<file path="config.mk">
export PLATFORM = sky130hd
export DESIGN_NAME = flag_shadow_ctrl_flat
export DESIGN_NICKNAME = d
export VERILOG_FILES = /design/src/rtl/flag_shadow_ctrl_if.sv /design/src/rtl/flag_shadow_ctrl.sv /design/src/flat_wrapper.sv
export SDC_FILE = /design/constraint.sdc
export NUM_CORES = 1
export LEC_CHECK = 0
export ABC_AREA = 1
export BUFFER_PORTS_ARGS = -buffer_cell sky130_fd_sc_hd__buf_2
export CORE_AREA = 2 2 39 41
export CTS_CLUSTER_DIAMETER = 40
export DETAILED_ROUTE_END_ITERATION = 6
export DIE_AREA = 0 0 41 43
export PLACE_DENSITY = 0.74
export SLEW_MARGIN = 10
export SYNTH_ARGS = -nofsm -noshare
export SYNTH_HDL_FRONTEND = slang
export SYNTH_SLANG_ARGS = --single-unit
</file>
<file path="constraint.sdc">
create_clock -name CLK -period 1 [get_ports CLK]
set_input_delay 0.05 -clock CLK [delete_from_list [all_inputs] [get_ports CLK]]
set_output_delay 0.05 -clock CLK [all_outputs]
set_load 0.02 [all_outputs]
</file>
<file path="src/rtl/flag_shadow_ctrl_if.sv">
// Flag/interrupt bundle between the ALU/decoder side and the flag shadow controller.
// The master drives ALU results, flag strobes and INT_REQ; the slave returns registered flags and ISR status.
interface flag_shadow_ctrl_if;
  logic C_IN;
  logic Z_IN;
  logic FLG_C_LD;
  logic FLG_Z_LD;
  logic FLG_C_SET;
  logic FLG_C_CLR;
  logic I_SET;
  logic I_CLR;
  logic INT_REQ;
  logic RETI;
  logic RETI_IE;
  logic C_FLAG;
  logic Z_FLAG;
  logic I_FLAG;
  logic SHAD_C;
  logic SHAD_Z;
  logic FLG_LD_SEL;
  logic INT_ACK;
  logic IN_ISR;

  modport master (
    output C_IN, Z_IN, FLG_C_LD, FLG_Z_LD, FLG_C_SET, FLG_C_CLR,
           I_SET, I_CLR, INT_REQ, RETI, RETI_IE,
    input  C_FLAG, Z_FLAG, I_FLAG, SHAD_C, SHAD_Z, FLG_LD_SEL, INT_ACK, IN_ISR
  );

  modport slave (
    input  C_IN, Z_IN, FLG_C_LD, FLG_Z_LD, FLG_C_SET, FLG_C_CLR,
           I_SET, I_CLR, INT_REQ, RETI, RETI_IE,
    output C_FLAG, Z_FLAG, I_FLAG, SHAD_C, SHAD_Z, FLG_LD_SEL, INT_ACK, IN_ISR
  );
endinterface

</file>
<file path="src/rtl/flag_shadow_ctrl.sv">
// C/Z/I flag register with single-level interrupt shadowing; INT_ACK follows synchronized INT_REQ
// by SYNC_STAGES+1 cycles, flags restore on the edge after RETI; no backpressure, nesting is refused.
module flag_shadow_ctrl #(
  parameter int SYNC_STAGES = 2
) (
  input logic               CLK,
  input logic               RST_N,
  flag_shadow_ctrl_if.slave bus
);

  typedef enum logic [1:0] {
    IDLE    = 2'd0,
    SAVE    = 2'd1,
    ISR     = 2'd2,
    RESTORE = 2'd3
  } state_e;

  state_e                 state_q, state_d;
  logic [SYNC_STAGES-1:0] sync_q, sync_d;
  logic                   c_flag_q, c_flag_d;
  logic                   z_flag_q, z_flag_d;
  logic                   i_flag_q, i_flag_d;
  logic                   shad_c_q, shad_c_d;
  logic                   shad_z_q, shad_z_d;
  logic                   reti_ie_q, reti_ie_d;
  logic                   int_s;
  logic                   int_ack;
  logic                   flg_ld_sel;
  logic                   in_isr;

  assign int_s = sync_q[SYNC_STAGES-1];

  always_ff @(posedge CLK) begin
    if (!RST_N) begin
      state_q   <= IDLE;
      sync_q    <= '0;
      c_flag_q  <= 1'b0;
      z_flag_q  <= 1'b0;
      i_flag_q  <= 1'b0;
      shad_c_q  <= 1'b0;
      shad_z_q  <= 1'b0;
      reti_ie_q <= 1'b0;
    end else begin
      state_q   <= state_d;
      sync_q    <= sync_d;
      c_flag_q  <= c_flag_d;
      z_flag_q  <= z_flag_d;
      i_flag_q  <= i_flag_d;
      shad_c_q  <= shad_c_d;
      shad_z_q  <= shad_z_d;
      reti_ie_q <= reti_ie_d;
    end
  end

  always_comb begin
    state_d = state_q;
    case (state_q)
      IDLE:    if (int_s && i_flag_q) state_d = SAVE;
      SAVE:    state_d = ISR;
      ISR:     if (bus.RETI) state_d = RESTORE;
      RESTORE: state_d = IDLE;
      default: state_d = IDLE;
    endcase
  end

  always_comb begin
    int_ack    = (state_q == SAVE);
    flg_ld_sel = (state_q == RESTORE);
    in_isr     = (state_q != IDLE);
  end

  always_comb begin
    sync_d[0] = bus.INT_REQ;
    for (int i = 1; i < SYNC_STAGES; i++) sync_d[i] = sync_q[i-1];
  end

  always_comb begin
    c_flag_d  = c_flag_q;
    z_flag_d  = z_flag_q;
    i_flag_d  = i_flag_q;
    shad_c_d  = shad_c_q;
    shad_z_d  = shad_z_q;
    reti_ie_d = reti_ie_q;

    if (flg_ld_sel) begin
      c_flag_d = shad_c_q;
      z_flag_d = shad_z_q;
      i_flag_d = reti_ie_q;
    end else begin
      if (bus.FLG_C_CLR)     c_flag_d = 1'b0;
      else if (bus.FLG_C_SET) c_flag_d = 1'b1;
      else if (bus.FLG_C_LD)  c_flag_d = bus.C_IN;

      if (bus.FLG_Z_LD) z_flag_d = bus.Z_IN;

      if (bus.I_CLR)      i_flag_d = 1'b0;
      else if (bus.I_SET) i_flag_d = 1'b1;
    end

    // Entry into the ISR snapshots the pre-edge flags and masks further interrupts.
    if (int_ack) begin
      shad_c_d = c_flag_q;
      shad_z_d = z_flag_q;
      i_flag_d = 1'b0;
    end

    // The restored I value is the one presented alongside RETI, not whatever follows it.
    if (state_q == ISR && bus.RETI) reti_ie_d = bus.RETI_IE;
  end

  assign bus.C_FLAG     = c_flag_q;
  assign bus.Z_FLAG     = z_flag_q;
  assign bus.I_FLAG     = i_flag_q;
  assign bus.SHAD_C     = shad_c_q;
  assign bus.SHAD_Z     = shad_z_q;
  assign bus.FLG_LD_SEL = flg_ld_sel;
  assign bus.INT_ACK    = int_ack;
  assign bus.IN_ISR     = in_isr;

endmodule

</file>
<file path="src/flat_wrapper.sv">
// flat-port wrapper written by rule: the top's interface ports become plain ports
module flag_shadow_ctrl_flat 
#(
  parameter int SYNC_STAGES = 2
)
  (CLK, RST_N, bus_C_IN, bus_Z_IN, bus_FLG_C_LD, bus_FLG_Z_LD, bus_FLG_C_SET, bus_FLG_C_CLR, bus_I_SET, bus_I_CLR, bus_INT_REQ, bus_RETI, bus_RETI_IE, bus_C_FLAG, bus_Z_FLAG, bus_I_FLAG, bus_SHAD_C, bus_SHAD_Z, bus_FLG_LD_SEL, bus_INT_ACK, bus_IN_ISR);
  flag_shadow_ctrl_if bus_i ();
  input logic CLK;
  input logic RST_N;
  input wire logic [$bits(bus_i.C_IN)-1:0] bus_C_IN;
  input wire logic [$bits(bus_i.Z_IN)-1:0] bus_Z_IN;
  input wire logic [$bits(bus_i.FLG_C_LD)-1:0] bus_FLG_C_LD;
  input wire logic [$bits(bus_i.FLG_Z_LD)-1:0] bus_FLG_Z_LD;
  input wire logic [$bits(bus_i.FLG_C_SET)-1:0] bus_FLG_C_SET;
  input wire logic [$bits(bus_i.FLG_C_CLR)-1:0] bus_FLG_C_CLR;
  input wire logic [$bits(bus_i.I_SET)-1:0] bus_I_SET;
  input wire logic [$bits(bus_i.I_CLR)-1:0] bus_I_CLR;
  input wire logic [$bits(bus_i.INT_REQ)-1:0] bus_INT_REQ;
  input wire logic [$bits(bus_i.RETI)-1:0] bus_RETI;
  input wire logic [$bits(bus_i.RETI_IE)-1:0] bus_RETI_IE;
  output wire logic [$bits(bus_i.C_FLAG)-1:0] bus_C_FLAG;
  output wire logic [$bits(bus_i.Z_FLAG)-1:0] bus_Z_FLAG;
  output wire logic [$bits(bus_i.I_FLAG)-1:0] bus_I_FLAG;
  output wire logic [$bits(bus_i.SHAD_C)-1:0] bus_SHAD_C;
  output wire logic [$bits(bus_i.SHAD_Z)-1:0] bus_SHAD_Z;
  output wire logic [$bits(bus_i.FLG_LD_SEL)-1:0] bus_FLG_LD_SEL;
  output wire logic [$bits(bus_i.INT_ACK)-1:0] bus_INT_ACK;
  output wire logic [$bits(bus_i.IN_ISR)-1:0] bus_IN_ISR;
  assign bus_i.C_IN = bus_C_IN;
  assign bus_i.Z_IN = bus_Z_IN;
  assign bus_i.FLG_C_LD = bus_FLG_C_LD;
  assign bus_i.FLG_Z_LD = bus_FLG_Z_LD;
  assign bus_i.FLG_C_SET = bus_FLG_C_SET;
  assign bus_i.FLG_C_CLR = bus_FLG_C_CLR;
  assign bus_i.I_SET = bus_I_SET;
  assign bus_i.I_CLR = bus_I_CLR;
  assign bus_i.INT_REQ = bus_INT_REQ;
  assign bus_i.RETI = bus_RETI;
  assign bus_i.RETI_IE = bus_RETI_IE;
  assign bus_C_FLAG = bus_i.C_FLAG;
  assign bus_Z_FLAG = bus_i.Z_FLAG;
  assign bus_I_FLAG = bus_i.I_FLAG;
  assign bus_SHAD_C = bus_i.SHAD_C;
  assign bus_SHAD_Z = bus_i.SHAD_Z;
  assign bus_FLG_LD_SEL = bus_i.FLG_LD_SEL;
  assign bus_INT_ACK = bus_i.INT_ACK;
  assign bus_IN_ISR = bus_i.IN_ISR;
  flag_shadow_ctrl #(.SYNC_STAGES(SYNC_STAGES)) u_core (.CLK(CLK), .RST_N(RST_N), .bus(bus_i));
endmodule
</file>
After elaboration in Yosys (flattened, before gate mapping)
Index checks and enable logic that the tools add are counted.

$add $sub $neg: 0. Multiply operators: 0. Div/mod/pow operators: 0. Magnitude comparators: 0. Equality and inequality tests: 5. Shift-type cells: 0. Mux-type cells: 12. Bitwise operators: 1. Reductions and logical operators: 9.

Operators with widths (count): $mux 1 (9); $pmux 2 s4 (1); $eq 2x2->1 const B (2); $mux 2 (2); $reduce_bool 2->1 (2); $reduce_bool 4->1 (1); $reduce_bool 3->1 (1); $eq 2x1->1 const B (1); $logic_and 1x1->1 (2); $logic_not 2->1 (1); $ne 2x1->1 const B (1); $ne 2x2->1 const B (1); $reduce_and 2->1 (1); $reduce_or 2->1 (1); $not 1->1 (1).

Flip-flop bits (word level): 10. Latch bits: 0. RAM bits: 0. Bits in read-only memories: 0. Input port bits: 13. Output and inout port bits: 8. Word-level logic and storage cells: 35. Memories: 0.

Longest topological paths before layout
Gate-level depths: netlist of run 1.

Depth after elaboration: 4. Gate-level depth with buffers: 6. Gate-level depth less buffers: 6.

Least setup slack after synthesis of run 1
Ideal clock, no wire load.

Path type: reg-to-reg. From: register u_core.state_q[1]. To: register u_core.z_flag_q, in the netlist u_core.bus.Z_FLAG. Library setup time: 0.116 ns. Arrival time: 1.000 ns. Required time: 0.884 ns. Path slack: -0.116 ns. Stages on the path, launching flop included: 7. Cell sequence: dfxtp_1 -> ha_1 -> inv_1 -> nor2_1 -> nor2_1 -> o21ai_0 -> inv_1.

Cells in the longest elaborated chain, start to end: 2.

Ends and longest elaborated chain: start: declaration (line flag_shadow_ctrl.sv:18) `state_e state_q, state_d;`; start signal: assignment (line flag_shadow_ctrl.sv:44) `state_q <= state_d;`; $eq 2x2->1 * (line flag_shadow_ctrl.sv:68) `flg_ld_sel = (state_q == RESTORE);`; via bus_FLG_LD_SEL (line flat_wrapper.sv:26) `output wire logic [$bits(bus_i.FLG_LD_SEL)-1:0] bus_FLG_LD_SEL;`; $mux 1 / $reduce_bool 2->1 (equally long branches); end signal: assignment (line flag_shadow_ctrl.sv:47) `z_flag_q <= z_flag_d;`; end: declaration (line flag_shadow_ctrl.sv:21) `logic z_flag_q, z_flag_d;`.

The timed path passes the listed nets; every way through them passes the cells marked *. A chain may end at the register's enable or synchronous reset.

Worst setup path in the final report of run 1
From: register u_core.state_q[0]. To: output bus_INT_ACK.

Cells in the longest elaborated chain, start to end: 1.

Ends and longest elaborated chain: $eq 2x1->1 (line flag_shadow_ctrl.sv:67) `int_ack = (state_q == SAVE);`; end: declaration (line flat_wrapper.sv:27) `output wire logic [$bits(bus_i.INT_ACK)-1:0] bus_INT_ACK;`.

No other way between the ends.

==> results.json, run 1 <==
{
  "status": "complete, but fails checks",
  "failed_checks": "setup timing",
  "end_kind": "output pin",
  "max_slew.worst_pin.slew_ns": 0.1647,
  "pin_count": 21,
  "slowest_delay_ns": 0.37,
  "fillers": 134,
  "rsz0062_at_grt": "yes",
  "clock_latency_ns": 0.27,
  "syn_avg_cell_area_sq_um": 7.392,
  "maxSlewHeadroom_pct": 88.90,
  "rr_endpoint": "u_core.state_q[1]",
  "cp_common_cell": "buf_6",
  "num_antenna_cells": 0,
  "via_count": 523,
  "ys_ff_latch": 10,
  "drc": 0,
  "io_buffers": 20,
  "r2r-start": "u_core.state_q[0]",
  "fmax_ghz": 0.8989,
  "syn_nets": 83,
  "cts_tree": "yes",
  "dr.first_iter.drc_count": 7,
  "rows": 14,
  "numCtsBuffers": 3,
  "cap_violations": 0,
  "p_per_area_mw_per_mm2": 1916,
  "dieWidth_microns": 41,
  "finalMaxSlewViolations": 0,
  "startpoint": "u_core.state_q[0]",
  "p_leak_nw": 0.4118,
  "htreeDepth": 1,
  "vdd_drop_max_mv": 0.9144,
  "slowest_stage": "dfxtp_4",
  "grt_max_degree": 8,
  "ys_seq_area_share_pct": 41.67,
  "synth_cells": 65,
  "hpwl_microns": 763.4,
  "cp.arrival_ns": 1.06,
  "root_buffer": "clkbuf_4",
  "worstSetupPathType": "reg -> out",
  "routedWlPerCell_microns": 10.31,
  "antenna_left": 0,
  "drive_above_1_share_pct": 52.58,
  "routed_wl_mm": 1.165,
  "start_kind": "flip-flop",
  "die_h_microns": 43,
  "layout_commonest_cell": "buf_2",
  "endpoint": "bus_INT_ACK",
  "worstPathRequired_ns": 0.95,
  "fin_crit_ns": 1.112,
  "final_util_pct": 59.86,
  "final_cells": 113,
  "setup-violations-final": 7,
  "grt-ovfl-total": 0,
  "grt_antenna_before_repair": 0,
  "core-area_sq_mm": 0.001384,
  "die_area_sq_mm": 0.001763,
  "grt_pass1_vias": 486,
  "dr.pass1.iters": 6,
  "reg2reg_depth": 6,
  "hold_class": "in -> reg",
  "grt_pass1_wl_mm": 1.904,
  "area_growth_syn_to_layout_pct": 72.40,
  "placedCellCount": 106,
  "yosysUniqueCellTypes": 13,
  "dp_slack_ns": -0.1323,
  "clk_pin_slew_worst_paths_ns": 0.07,
  "yosysWarnings": 0,
  "vias_per_cell": 4.628,
  "rrSetupSlack_ns": -0.08,
  "ctsLongestPathBuffers": 2,
  "fin_worst_skew_ns": 0.006959,
  "final_hold_viol_count": 0,
  "gp_congestion": 0.8448,
  "cts_sinks": 10,
  "setup_ws_ns": -0.1124,
  "finalCritPeriodShare_pct": 111.2,
  "syn_area_sq_um": 480.5,
  "track_usage_pct": 16.53,
  "worstPathCellList": "buf_6 -> ha_4 -> buf_6",
  "layout.nets": 117,
  "mostFrequentLayoutCells": "17 x buf_2, 12 x nand2_1, 9 x inv_1, 8 x dfxtp_1, 7 x buf_6",
  "initial_core_util_pct": 34.72,
  "crit_fanout": 6
}
==> critical path: cells and delay by family, from the launching register on <==
kind	cells	cell delay (ns)
fa+ha+maj	1	0.17
flops	1	0.37
buf+inv	2	0.25
==> power breakdown <==
part	total, mW	internal, mW	leakage [nW]	switching (mW)
Clock	0.281	0.139	0.0138	0.142
Combinational	0.768	0.394	0.315	0.374
Sequential	0.538	0.469	0.0835	0.0693
Total	1.59	1.00	0.412	0.585
==> area by class of cell <==
type                            count  area [sq um]  area share [%]
Timing Repair Buffer               29         203.9           24.62
Multi-Input combinational cell     41         314.1           37.92
Inverter                           14         60.06           7.251
Sequential cell                    10         207.7           25.08
Tap cell                           16         20.02           2.417
Clock buffer                        3         22.52           2.719
==> registers in the layout, indices dropped and copies added (netlist names) <==
signal             flops
u_core.bus.SHAD_C      1
u_core.bus.C_FLAG      1
u_core.reti_ie_q       1
u_core.bus.SHAD_Z      1
u_core.state_q         2
u_core.bus.Z_FLAG      1
u_core.sync_q          2
u_core.bus.I_FLAG      1
==> kinds of logic after synthesis <==
group / synth area share (%)
AO/OA/AOI/OAI: 15.88
adder cells (fa/ha/maj): 13.02
buffers and inverters: 10.94
flip-flops: 41.67
AND/OR/NAND/NOR: 18.49
==> Yosys cell counts (all sizes together) <==
cell type  instances  area (sq um)
nand2             15         56.30
nor2               4         17.52
nand3              3         15.01
dfxtp             10         200.2
a21oi              7         38.79
inv               14         52.55
o21ai              6         30.02
o21bai             1         7.510
ha                 5         62.56
==> timing repair <==
action	in CTS	in global routing
endpoints found under the hold margin	1	0
setup endpoints to repair	9	11
hold buffers	1	0
pin swaps	8	3
gates resized for setup	31	6
buffers inserted	5	0
==> metal layers <==
metal | share of wire, % | up-vias | routed length, microns | global-route usage, %
li1 | - | 266 | - | -
met1 | 46 | 235 | 532 | 19.22
met2 | 47 | 19 | 552 | 24.38
met3 | 5.4 | 3 | 63 | 4.712
met4 | 1.4 | 0 | 16 | 12.00
met5 | 0 | - | 0 | 0
==> worst min-delay path by stage <==
| stage | startpoint | slack (ns) | to | cells past startpoint |
|---|---|---|---|---|
| 3_5_place_dp | bus_INT_REQ | 0.24 | u_core.sync_q[0] | 3 |
| 2_1_floorplan | RST_N | 0.14 | u_core.sync_q[0] | 2 |
| 4_1_cts | bus_RETI_IE | 0.04 | u_core.reti_ie_q | 3 |
| 3_3_place_gp | bus_INT_REQ | 0.23 | u_core.sync_q[0] | 3 |
| 6_report | bus_RETI_IE | 0.03 | u_core.reti_ie_q | 3 |
| 5_1_grt | bus_RETI_IE | 0.06 | u_core.reti_ie_q | 3 |
==> metrics by stage <==
step | total power, mW | area [sq um] | hold slack [ns] | setup TNS (ns)
detailed placement | 0.9823 | 643.1 | 0.2398 | -0.3286
global placement | 0.9700 | 643.1 | 0.2336 | -0.1745
global route | 1.695 | 828.3 | 0.05841 | -0.8072
finish | 1.587 | 828.3 | 0.03357 | -0.3379
floorplan | 0.8001 | 485.5 | 0.1435 | -0.06594
CTS | 1.536 | 817.0 | 0.03670 | -0.2825
Power figures use the tool's default switching activity.
==> inputs of run 2 (changes only) <==
--- a/config.mk
+++ b/config.mk
@@ -11,6 +11,7 @@
 export CTS_CLUSTER_DIAMETER = 40
 export DETAILED_ROUTE_END_ITERATION = 6
 export DIE_AREA = 0 0 41 43
+export MAX_ROUTING_LAYER = met4
 export PLACE_DENSITY = 0.74
 export SLEW_MARGIN = 10
 export SYNTH_ARGS = -nofsm -noshare
==> run 2 against run 1 <==
- the flow still finishes with violations (setup timing)
- worst hold slack better by 0.0026 ns
- power is essentially flat
- core utilization unchanged
- clock skew shrank 0.00066 ns
- flip-flop and latch count unchanged
- sequential power barely moved
- die area did not move
- largest cell class unchanged
- register-to-register slack about the same
- critical path depth unchanged
- critical path type unchanged
- clock power barely moved
==> results.json, run 2 (same netlist as run 1, synthesis figures left out) <==
{
  "status": "complete, but fails checks",
  "failed_checks": "setup timing",
  "vias_per_cell": 4.575,
  "hold_ws_ns": 0.03615,
  "track_usage_pct": 16.94,
  "maxSlewHeadroom_pct": 88.97,
  "layout.nets": 117,
  "whs_path_depth": 3,
  "hpwl_microns": 763.4,
  "area_growth_syn_to_layout_pct": 72.40,
  "slowest_stage": "dfxtp_4",
  "clock_latency_ns": 0.27,
  "setup_ws_ns": -0.1101,
  "worstPathCellList": "buf_6 -> ha_4 -> buf_6",
  "hp-start": "bus_RETI_IE",
  "hold_class": "in -> reg",
  "gp_congestion": 0.8580,
  "finalMaxSlewViolations": 0,
  "holdPathEnd": "u_core.reti_ie_q",
  "top_regs": "u_core.state_q: 2 flops, u_core.sync_q: 2 flops",
  "die_area_sq_mm": 0.001763,
  "core-area_sq_mm": 0.001384,
  "layout_commonest_cell": "buf_2",
  "pin_count": 21,
  "clk_pin_slew_worst_paths_ns": 0.07,
  "grt_antenna_before_repair": 0,
  "rows": 14,
  "die_h_microns": 43,
  "grt_pass1_vias": 485,
  "drc": 0,
  "grt-ovfl-total": 0,
  "routedWlPerCell_microns": 10.33,
  "cp_common_cell": "buf_6",
  "routed_wl_mm": 1.167,
  "cts_tree": "yes",
  "via_count": 517,
  "max_slew.worst_pin.slew_ns": 0.1637,
  "crit_fanout": 6,
  "final_cells": 113,
  "drive_above_1_share_pct": 52.58,
  "fin_worst_skew_ns": 0.006298,
  "ctsLongestPathBuffers": 2,
  "rr_endpoint": "u_core.state_q[1]",
  "root_buffer": "clkbuf_4",
  "initial_core_util_pct": 34.72,
  "fmax_ghz": 0.9008,
  "dp_slack_ns": -0.1323,
  "reg2reg_depth": 6,
  "slowest_delay_ns": 0.37,
  "fillers": 134,
  "start_kind": "flip-flop",
  "final_util_pct": 59.86,
  "worstSetupPathType": "reg -> out",
  "r2r-start": "u_core.state_q[0]",
  "startpoint": "u_core.state_q[0]",
  "end_kind": "output pin",
  "tns_ns": -0.3298,
  "io_buffers": 20,
  "cts_sinks": 10,
  "grt_pass1_wl_mm": 1.904,
  "p_leak_nw": 0.4118,
  "cp.arrival_ns": 1.06,
  "placedCellCount": 106,
  "num_antenna_cells": 0,
  "p_per_area_mw_per_mm2": 1915,
  "cap_violations": 0,
  "fin_crit_ns": 1.110,
  "final_hold_viol_count": 0,
  "multiInputGateArea_sq_um": 314.1,
  "antenna_left": 0,
  "worstPathRequired_ns": 0.95,
  "finalCritPeriodShare_pct": 111.0,
  "grt_max_degree": 8,
  "rrSetupSlack_ns": -0.07,
  "setup-violations-final": 6,
  "rsz0062_at_grt": "yes",
  "dr.first_iter.drc_count": 4,
  "htreeDepth": 1,
  "mostFrequentLayoutCells": "17 x buf_2, 12 x nand2_1, 9 x inv_1, 8 x dfxtp_1, 7 x buf_6",
  "dieWidth_microns": 41,
  "numCtsBuffers": 3,
  "dr.pass1.iters": 4,
  "seqCellArea_sq_um": 207.7,
  "vdd_drop_max_mv": 0.9100
}
[run 2: cell counts in the layout (fill, tap and decap cells not counted)]
Identical to the previous run, type by type.
[run 2: what timing repair did]
action,4_1_cts,5_1_grt
resized for setup,31,6
pin swaps,8,3
buffers inserted,5,0
endpoints found under the hold margin,1,0
endpoints found under the setup margin,9,11
hold buffers,1,0
[run 2: worst max path at each step]
stage / endpoint / cells past startpoint
after floorplan: u_core.bus.Z_FLAG / 6
after global placement: u_core.state_q[1] / 6
after detailed placement: u_core.state_q[1] / 6
after CTS: bus_INT_ACK / 3
after global routing: bus_INT_ACK / 3
final: bus_INT_ACK / 3
[run 2: power breakdown]
part	internal [mW]	switching (mW)	leakage (nW)	total, mW
logic	0.394	0.374	0.315	0.768
registers	0.469	0.0693	0.0835	0.538
clock network	0.139	0.141	0.0138	0.280
total	1.00	0.584	0.412	1.59
[run 2: worst max-delay path, delay by kind of cell (launching register included)]
kind / cells / cell delay (ns)
buffers and inverters: 2 / 0.25
adder cells (fa/ha/maj): 1 / 0.17
flip-flops: 1 / 0.37
[run 2: final cells by class]
class | count | share of cell area, %
Sequential cell | 10 | 25.08
Multi-Input combinational cell | 41 | 37.92
Inverter | 14 | 7.251
Clock buffer | 3 | 2.719
Tap cell | 16 | 2.417
Timing Repair Buffer | 29 | 24.62
[run 2: metrics by stage]
step	instance area, sq um	power [mW]
after CTS	817.0	1.536
after detailed placement	643.1	0.9823
after floorplan	485.5	0.8001
after global placement	643.1	0.9700
after global routing	828.3	1.695
final	828.3	1.586
[run 2: routing by layer]
| layer | GRT usage (%) | part of all wire (%) | vias up |
|---|---|---|---|
| met5 | - | 0 | - |
| met4 | 12.00 | 1.3 | 0 |
| met3 | 4.712 | 5.7 | 2 |
| met2 | 24.38 | 47 | 18 |
| met1 | 19.22 | 46 | 232 |
| li1 | - | - | 265 |
==> inputs of run 3 (changes only) <==
--- a/config.mk
+++ b/config.mk
@@ -12,7 +12,8 @@
 export DETAILED_ROUTE_END_ITERATION = 6
 export DIE_AREA = 0 0 41 43
 export MAX_ROUTING_LAYER = met4
-export PLACE_DENSITY = 0.74
+export PLACE_DENSITY = 0.72
+export SKIP_CTS_REPAIR_TIMING = 1
 export SLEW_MARGIN = 10
 export SYNTH_ARGS = -nofsm -noshare
 export SYNTH_HDL_FRONTEND = slang
==> constraint.sdc (replaced) <==
create_clock -name CLK -period 1.39 [get_ports CLK]
set_input_delay 0.0695 -clock CLK [delete_from_list [all_inputs] [get_ports CLK]]
set_output_delay 0.0695 -clock CLK [all_outputs]
set_load 0.02 [all_outputs]
==> run 3 against run 2 <==
- the run now ends clean
- design area down 22%
- first-iteration DRC count increased by 75%
- register-to-register slack better by 0.36 ns
- global-route usage is 4.4 points lower
- final cell count fell by 6.2%
- critical path depth is the same
- count of clock-buffer cells in the layout up 1
- routed wire length fell by 24%
- sequential power is 33% lower
- non-clock buffer count decreased by 8
- largest cell class unchanged
==> results.json, run 3 (same netlist as run 1, synthesis figures left out) <==
{
  "clkPwrFrac_pct": 28.3,
  "post_dp_cell_area_sq_um": 600.6,
  "max_slew.worst_pin.slew_ns": 0.2190,
  "drc": 0,
  "reg2reg_depth": 5,
  "vias_per_cell": 4.151,
  "via_count": 440,
  "cap_violations": 0,
  "fin_worst_skew_ns": 0.001311,
  "top_regs": "u_core.state_q: 2 flops, u_core.sync_q: 2 flops",
  "vdd_drop_max_mv": 0.5751,
  "initial_core_util_pct": 34.72,
  "power_frac_comb_pct": 32.7,
  "rows": 14,
  "clk_pin_slew_worst_paths_ns": 0.07,
  "maxSlewHeadroom_pct": 85.40,
  "slowest_stage": "dfxtp_1",
  "core-area_sq_mm": 0.001384,
  "worstSetupPathType": "reg -> out",
  "io_buffers": 20,
  "pin_count": 21,
  "ctsLongestPathBuffers": 2,
  "status": "finished clean",
  "layout_commonest_cell": "buf_2",
  "area_growth_syn_to_layout_pct": 34.64,
  "layout.nets": 109,
  "p_per_area_mw_per_mm2": 1422,
  "tns_ns": 0,
  "fillers": 138,
  "gp_congestion": 0.7502,
  "routedWlPerCell_microns": 8.387,
  "grt_antenna_before_repair": 0,
  "grt_max_degree": 8,
  "rsz0062_at_grt": "no",
  "fmax_ghz": 0.7843,
  "fin_crit_ns": 1.275,
  "htreeDepth": 1,
  "num_antenna_cells": 0,
  "worstPathCellList": "inv_1 -> ha_1 -> buf_2",
  "dr.first_iter.drc_count": 7,
  "numCtsBuffers": 3,
  "p_seq_share_pct": 39.0,
  "cts_sinks": 10,
  "final_hold_viol_count": 0,
  "hold_ws_ns": 0.05566,
  "finalMaxSlewViolations": 0,
  "dieWidth_microns": 41,
  "switching_share_pct": 34.67,
  "power_uw": 919.9,
  "grt-ovfl-total": 0,
  "mostFrequentLayoutCells": "20 x buf_2, 15 x nand2_1, 13 x inv_1, 10 x dfxtp_1, 6 x a21oi_1",
  "dr.pass1.iters": 4,
  "switchingPower_uw": 319.0,
  "cp.arrival_ns": 1.21,
  "die_area_sq_mm": 0.001763,
  "drive_above_1_share_pct": 30.00,
  "clock_latency_ns": 0.26,
  "cts_tree": "yes",
  "grt_pass1_wl_mm": 1.400,
  "finalCritPeriodShare_pct": 91.72,
  "end_kind": "output pin",
  "setup-violations-final": 0,
  "path_depth": 3,
  "intPower_uw": 600.9,
  "routed_wl_microns": 889,
  "worstPathRequired_ns": 1.32,
  "whs_path_depth": 4,
  "antenna_left": 0,
  "p_leak_nw": 0.3616,
  "rrSetupSlack_ns": 0.29,
  "slowest_delay_ns": 0.34,
  "start_kind": "flip-flop",
  "grt_pass1_vias": 362,
  "track_usage_pct": 12.50,
  "die_h_microns": 43,
  "design_area_sq_um": 646.9,
  "hold_class": "in -> reg",
  "root_buffer": "clkbuf_4",
  "cp_top_family": "flip-flops",
  "hpwl_microns": 689.5,
  "critPathBufInv": 2,
  "crit_fanout": 6
}
run 3: power groups by stage:
stage / Clock (mW) / Sequential [mW] / Combinational [mW]
2_1_floorplan: 0 / 0.391 / 0.180
3_3_place_gp: 0 / 0.363 / 0.298
3_5_place_dp: 0 / 0.365 / 0.300
4_1_cts: 0.269 / 0.358 / 0.301
5_1_grt: 0.289 / 0.364 / 0.340
6_report: 0.260 / 0.359 / 0.300
run 3: worst register-to-register path, stage by stage, from the launching register on:
cell,delay [ns]
dfxtp_1,0.39
inv_1,0.10
ha_1,0.26
nor2_2,0.12
o21ai_1,0.07
a21oi_2,0.09
run 3: final timing paths:
kind | from | to
hold / removal | bus_FLG_C_CLR | u_core.bus.C_FLAG
hold reg to reg | u_core.sync_q[0] | u_core.sync_q[1]
setup reg to reg | u_core.state_q[1] | u_core.bus.I_FLAG
setup / recovery | u_core.state_q[1] | bus_INT_ACK
run 3: area by class of cell:
class	instances	area, sq um	area share (%)
clock buffers	4	36.28	5.609
multi-input cells	41	227.7	35.20
repair buffers	21	110.1	17.02
inverters	14	52.55	8.124
flip-flops and latches	10	200.2	30.95
well taps	16	20.02	3.095
run 3: per-layer routing:
metal | global-route usage [%] | part of all wire [%] | up-vias
li1 | - | - | 251
met1 | 14.33 | 48 | 176
met2 | 16.56 | 45 | 11
met3 | 3.141 | 4.7 | 2
met4 | 12.00 | 1.8 | 0
met5 | - | 0 | -
run 3: per-stage QoR:
step / instances / setup slack, ns / util [%]
finish: 106 / 0.1150 / 46.75
global route: 106 / 0.03455 / 46.75
CTS: 105 / 0.09432 / 46.02
detailed placement: 101 / 0.2878 / 43.40
global placement: 101 / 0.3202 / 43.40
floorplan: 65 / 0.2742 / -
